--- config.mk ---
export PLATFORM = sky130hd
export DESIGN_NAME = mic_adc_capture
export DESIGN_NICKNAME = d
export VERILOG_FILES = /design/src/rtl/mic_adc_capture_pkg.sv /design/src/rtl/mic_peak_meter.sv /design/src/rtl/mic_adc_capture.sv
export SDC_FILE = /design/constraint.sdc
export NUM_CORES = 1
export LEC_CHECK = 0
export BUFFER_PORTS_ARGS = -buffer_cell sky130_fd_sc_hd__buf_2
export CORE_MARGIN = 2
export CORE_UTILIZATION = 45
export CTS_CLUSTER_SIZE = 20
export DETAILED_ROUTE_END_ITERATION = 6
export PLACE_DENSITY = 0.66
export SYNTH_ARGS = -nofsm -noshare
export SYNTH_HDL_FRONTEND = slang
export SYNTH_HIERARCHICAL = 1
export SYNTH_SLANG_ARGS = --single-unit
--- constraint.sdc ---
create_clock -name clock -period 4 [get_ports clock]
set_input_delay 0.4 -clock clock [delete_from_list [all_inputs] [get_ports clock]]
set_output_delay 0.4 -clock clock [all_outputs]
set_load 0.05 [all_outputs]
--- src/rtl/mic_adc_capture_pkg.sv ---
// Shared constants, FSM state type and helpers for the microphone ADC capture path.
package mic_adc_capture_pkg;

  localparam int ADC_BITS       = 12;
  localparam int ADC_FRAME_BITS = 16;

  localparam logic [ADC_BITS-1:0] MIDSCALE = 12'd2048;
  localparam logic [ADC_BITS-1:0] MAG_MAX  = 12'd2047;

  localparam logic [3:0] LEVEL_NONE = 4'hF;
  localparam logic [3:0] LEVEL_MAX  = 4'd9;

  typedef enum logic [1:0] {IDLE, CONV, QUIET} adc_state_t;

  // Distance from midscale; a full-negative sample (2048 away) clamps so it fits 11 bits.
  function automatic logic [ADC_BITS-1:0] mid_distance(input logic [ADC_BITS-1:0] s);
    logic [ADC_BITS-1:0] d;
    d = (s >= MIDSCALE) ? (s - MIDSCALE) : (MIDSCALE - s);
    if (d > MAG_MAX) begin
      d = MAG_MAX;
    end
    return d;
  endfunction

endpackage

--- src/rtl/mic_peak_meter.sv ---
// Windowed peak-magnitude meter producing the 0..9 loudness digit from captured samples.
module mic_peak_meter
  import mic_adc_capture_pkg::*;
#(
  parameter int PEAK_WINDOW = 2000
) (
  input  logic                clock,
  input  logic                reset,
  input  logic [ADC_BITS-1:0] sample,
  input  logic                sample_valid,
  output logic [3:0]          level
);

  localparam int            CW       = $clog2(PEAK_WINDOW + 1);
  localparam logic [CW-1:0] WIN_LAST = CW'(PEAK_WINDOW - 1);

  logic [CW-1:0]       win_cnt_reg;
  logic [ADC_BITS-1:0] peak_reg;
  logic [ADC_BITS-1:0] peak_next;
  logic [ADC_BITS-1:0] mag;
  logic [4:0]          bucket;
  logic [3:0]          level_reg;
  logic [3:0]          level_next;

  always_comb begin
    mag       = mid_distance(sample);
    peak_next = (mag > peak_reg) ? mag : peak_reg;
    bucket    = peak_next[ADC_BITS-1:7];
    level_next = (bucket > 5'(LEVEL_MAX)) ? LEVEL_MAX : bucket[3:0];
  end

  // The window's last sample is folded into the published level, not the next peak.
  always_ff @(posedge clock or posedge reset) begin
    if (reset) begin
      win_cnt_reg <= '0;
      peak_reg    <= '0;
      level_reg   <= LEVEL_NONE;
    end else if (sample_valid) begin
      if (win_cnt_reg == WIN_LAST) begin
        win_cnt_reg <= '0;
        peak_reg    <= '0;
        level_reg   <= level_next;
      end else begin
        win_cnt_reg <= win_cnt_reg + CW'(1);
        peak_reg    <= peak_next;
      end
    end
  end

  assign level = level_reg;

endmodule

--- src/rtl/mic_adc_capture.sv ---
// Periodic SPI-style capture of the 12-bit microphone ADC (16-SCLK frame, MSB first).
// Define MIC_PEAK_LEVEL_EN to build the loudness meter; otherwise level reads 4'hF.
module mic_adc_capture
  import mic_adc_capture_pkg::*;
#(
  parameter int SCLK_DIV    = 4,
  parameter int SAMPLE_DIV  = 5000,
  parameter int PEAK_WINDOW = 2000
) (
  input  logic                clock,
  input  logic                reset,
  input  logic                enable,
  input  logic                miso,
  output logic                cs_n,
  output logic                sclk,
  output logic [ADC_BITS-1:0] sample,
  output logic                sample_valid,
  output logic                overrun,
  output logic [3:0]          level
);

  localparam int            TW         = $clog2(SAMPLE_DIV);
  localparam logic [TW-1:0] TICK_LAST  = TW'(SAMPLE_DIV - 1);
  localparam logic [7:0]    HP_LAST    = 8'(SCLK_DIV - 1);
  localparam logic [8:0]    QUIET_LAST = 9'(2 * SCLK_DIV - 1);
  localparam logic [3:0]    LAST_BIT   = 4'(ADC_FRAME_BITS - 1);

  if (SCLK_DIV < 2 || SCLK_DIV > 255 || PEAK_WINDOW < 1) begin : g_param_check
    $error("mic_adc_capture: SCLK_DIV must be 2..255 and PEAK_WINDOW at least 1");
  end

  adc_state_t                state_reg, state_next;
  logic [1:0]                miso_sync_reg;
  logic [TW-1:0]             tick_cnt_reg;
  logic                      tick_reg;
  logic [7:0]                hp_cnt_reg, hp_cnt_next;
  logic                      sclk_reg, sclk_next;
  logic [3:0]                bit_cnt_reg, bit_cnt_next;
  logic [ADC_FRAME_BITS-1:0] shift_reg, shift_next;
  logic [8:0]                quiet_cnt_reg, quiet_cnt_next;
  logic [ADC_BITS-1:0]       sample_reg, sample_next;
  logic                      valid_reg, valid_next;

  always_ff @(posedge clock or posedge reset) begin
    if (reset) begin
      miso_sync_reg <= '0;
      tick_cnt_reg  <= '0;
      tick_reg      <= 1'b0;
      state_reg     <= IDLE;
      hp_cnt_reg    <= '0;
      sclk_reg      <= 1'b1;
      bit_cnt_reg   <= '0;
      shift_reg     <= '0;
      quiet_cnt_reg <= '0;
      sample_reg    <= '0;
      valid_reg     <= 1'b0;
    end else begin
      miso_sync_reg <= {miso_sync_reg[0], miso};
      tick_cnt_reg  <= (tick_cnt_reg == TICK_LAST) ? '0 : tick_cnt_reg + TW'(1);
      tick_reg      <= (tick_cnt_reg == TICK_LAST);
      state_reg     <= state_next;
      hp_cnt_reg    <= hp_cnt_next;
      sclk_reg      <= sclk_next;
      bit_cnt_reg   <= bit_cnt_next;
      shift_reg     <= shift_next;
      quiet_cnt_reg <= quiet_cnt_next;
      sample_reg    <= sample_next;
      valid_reg     <= valid_next;
    end
  end

  always_comb begin
    state_next     = state_reg;
    hp_cnt_next    = '0;
    sclk_next      = 1'b1;
    bit_cnt_next   = bit_cnt_reg;
    shift_next     = shift_reg;
    quiet_cnt_next = '0;
    sample_next    = sample_reg;
    valid_next     = 1'b0;
    cs_n           = 1'b1;
    overrun        = 1'b0;
    case (state_reg)
      IDLE: begin
        bit_cnt_next = '0;
        if (tick_reg && enable) begin
          state_next = CONV;
        end
      end
      CONV: begin
        cs_n        = 1'b0;
        overrun     = tick_reg;
        sclk_next   = sclk_reg;
        hp_cnt_next = hp_cnt_reg + 8'd1;
        if (hp_cnt_reg == HP_LAST) begin
          hp_cnt_next = '0;
          sclk_next   = ~sclk_reg;
          // Capture on the cycle that drives sclk high; the ADC changed miso on the fall.
          if (!sclk_reg) begin
            shift_next   = ADC_FRAME_BITS'({shift_reg, miso_sync_reg[1]});
            bit_cnt_next = bit_cnt_reg + 4'd1;
            if (bit_cnt_reg == LAST_BIT) begin
              state_next = QUIET;
            end
          end
        end
      end
      QUIET: begin
        overrun        = tick_reg;
        quiet_cnt_next = quiet_cnt_reg + 9'd1;
        if (quiet_cnt_reg == '0) begin
          sample_next = shift_reg[ADC_BITS-1:0];
          valid_next  = 1'b1;
        end
        if (quiet_cnt_reg == QUIET_LAST) begin
          state_next = IDLE;
        end
      end
      default: state_next = IDLE;
    endcase
  end

  assign sclk         = sclk_reg;
  assign sample       = sample_reg;
  assign sample_valid = valid_reg;

`ifdef MIC_PEAK_LEVEL_EN
  mic_peak_meter #(
    .PEAK_WINDOW(PEAK_WINDOW)
  ) u_peak (
    .clock       (clock),
    .reset       (reset),
    .sample      (sample_reg),
    .sample_valid(valid_reg),
    .level       (level)
  );
`else
  assign level = LEVEL_NONE;
`endif

endmodule

==> results.cfg <==
[run_status]
status = finished clean

[sta]
rsz0062_at_grt = no
worst_pin_slew_ps = 943
clock_skew_ps = 11.1
hold_viol_final = 0
fmax_mhz = 439
setup_tns_ps = 0
setup_viol = 0
drv_slew = 0
period_needed_ps = 2280
fin_crit_sh_pct = 56.9
maxSlewHeadroom_pct = 37.0

[clock_network]
cts_hold_buffers = 0
cts_resized = 0
h-tree-depth = 3
cts_sinks = 65
clkTransAtPathRegs_ps = 80
clkLatencyLatePin_ps = 340
cts_setup_buffers = 0
clockRootBuffer = clkbuf_8
cts_made_buffers = 9
tritoncts = yes
clock_path_buffers = 2

[run]
max_cap_violations = 0

[yosys]
synth_top_area_share_pct = 54.6
synth_edf_count = 0
synth_seq_cells = 65
synth.largest_area_cell = dfrtp_1
netlist_instances = 234
async_flop_share_pct = 100
synth.distinct_cells = 44
synth_warnings = 6
synth_area_per_cell_sq_um = 12.5
synth_ff_type = dfrtp_1
synth.area.top_cells = dfrtp_1 (55%), mux2_2 (6.1%), mux2_4 (4.6%)
ys_seq_area_share_pct = 55.5
syn-cell-area_sq_mm = 0.00293

[power]
worst_ir_drop_vdd_uv = 327
leakage_nw = 1.63
pwr_density_cell_mw_per_mm2 = 384
power_mw = 1.27

[floorplan]
start_util_pct = 46.5
die-width_um = 84.7
die_area_sq_mm = 0.00718
coreArea_sq_mm = 0.00631
fp.dieH_um = 84.7
ios = 24
num_rows = 29

[detailed_routing]
first_pass_iters = 4
postRouteAntennaNets = 0
wirelength_um = 4840
viasPerCell = 5.25
drtIter0Drc = 81
vias = 1797
drc = 0
wl_per_cell_um = 14.2

[layout]
final-instance-count-excl-fill = 342
fillers = 555
largest_reg_flops = 13
antenna_cells = 0
multiInputGateArea_sq_mm = 0.00122
fin_nets = 272
drive_gt1_share_pct = 26.0
syn_to_final_growth_pct = 12.4
seqCellArea_sq_mm = 0.00163

[setup_path]
path_class = reg -> reg
worst_path_max_delay_cell = nand3_1
crit_required_ps = 4220
worst-path-buf-inv = 0
cp_max_fo = 14
crit_family = simple AND/OR/NAND/NOR gates
arrival_ps = 2500
crit_chain = ha_1 > nor4b_1 > nand3_1 > o211ai_1 > o41ai_1
endpoint_kind = register
cp_slowest_stage_delay_ps = 560
startpoint_type = register

[placement]
dp_hpwl_um = 3190
gp_congestion = 0.821
place_inst = 326
port_buffers = 19

[global_routing]
grt.total_usage_pct = 14.7
grt_pass1_wl_um = 8380
antenna_found_initial = 0
grt_max_degree = 48
grt_pass1_vias = 1801
gr-total-overflow = 0

[hold_path]
hold_class = in -> reg
==> cell type report <==
class	count	share of cell area [%]
multi-input cells	154	37.2
clock inverters	7	2.54
flip-flops and latches	65	49.4
well taps	77	2.92
repair buffers	20	3.11
inverters	10	1.14
clock buffers	9	3.76
==> cells in the final DEF, fill, tap and decap left out, types with 3 or more instances in the layout <==
cell      instances
or3_1             4
buf_2            19
nand2_1          13
xnor2_1           8
dfrtp_1          64
mux2_4            9
clkbuf_8          9
nand3_1          18
ha_1              8
inv_1             8
and2_1            6
a21boi_0          4
and3_1            7
o21ai_0           5
mux2_2           16
xor2_1           11
inv_6             3
conb_1            4
nor2_1           12
nand4_1           3
==> cell usage after synthesis (2+ instances only) <==
cell type / instances
a21boi_0: 4
and2_1: 6
and3_1: 7
and4_1: 2
buf_4: 4
clkbuf_1: 2
dfrtp_1: 64
ha_1: 8
inv_1: 9
mux2_2: 16
mux2_4: 9
nand2_1: 13
nand3_1: 18
nand4_1: 3
nor2_1: 12
nor2b_1: 2
o211ai_1: 2
o21ai_0: 5
o22ai_1: 2
o41ai_1: 2
or3_1: 4
xnor2_1: 8
xor2_1: 11
==> cell families after synthesis <==
group | after synthesis | share of synthesized area [%]
AND/OR/NAND/NOR | 76 | 15.1
flip-flops | 65 | 55.5
multiplexers | 26 | 11.1
AO/OA/AOI/OAI | 21 | 5.93
XOR/XNOR | 19 | 5.67
buffers and inverters | 18 | 3.11
adder cells (fa/ha/maj) | 8 | 3.41
other | 1 | 0.128
==> path summary, 6_finish.rpt <==
check                                                start                         end  slack (ps)  cells after the start
worst max-delay path               hp_cnt_reg[0]$_DFF_PP0_  bit_cnt_reg[2]$_DFFE_PP0P_        1720                      5
worst min-delay path                                  miso  miso_sync_reg[0]$_DFF_PP0_         160                      1
worst max register to register     hp_cnt_reg[0]$_DFF_PP0_  bit_cnt_reg[2]$_DFFE_PP0P_        1720                      5
worst min register to register  miso_sync_reg[0]$_DFF_PP0_  miso_sync_reg[1]$_DFF_PP0_         360                      0
max in group asynchronous                            reset            sclk$_DFFE_PP1P_        2860                      3
min in group asynchronous                            reset  quiet_cnt_reg[7]$_DFF_PP0_         260                      2
==> power by group <==
group          internal [mW]  switching (mW)
Combinational        0.00175          0.0209
Sequential             0.658        0.000282
Clock                  0.300           0.286
==> metal layers <==
layer | routed length (um) | track usage (%) | vias to the layer above | part of all wire (%)
met5 | 0 | 0 | - | 0
met3 | 143 | 4.52 | 8 | 3.0
met2 | 2150 | 21.1 | 27 | 44
li1 | - | - | 879 | -
met1 | 2450 | 20.3 | 883 | 51
met4 | 94 | 7.22 | 0 | 1.9
==> worst register-to-register path: stages (launching register included) <==
cell and delay (ps):
dfrtp_1 400, ha_1 280, nor4b_1 470, nand3_1 560
o211ai_1 360, o41ai_1 110
==> metrics by stage <==
stage	hold slack (ps)	util, %	area, sq um	setup slack [ps]
after CTS	148	52.2	3300	1730
final	160	52.2	3300	1720
after global placement	336	48.9	3090	1800
after global routing	132	52.2	3300	1530
after floorplan	331	-	2940	1970
after detailed placement	344	48.9	3090	1720
No activity file was read; power rests on OpenSTA's default activity.
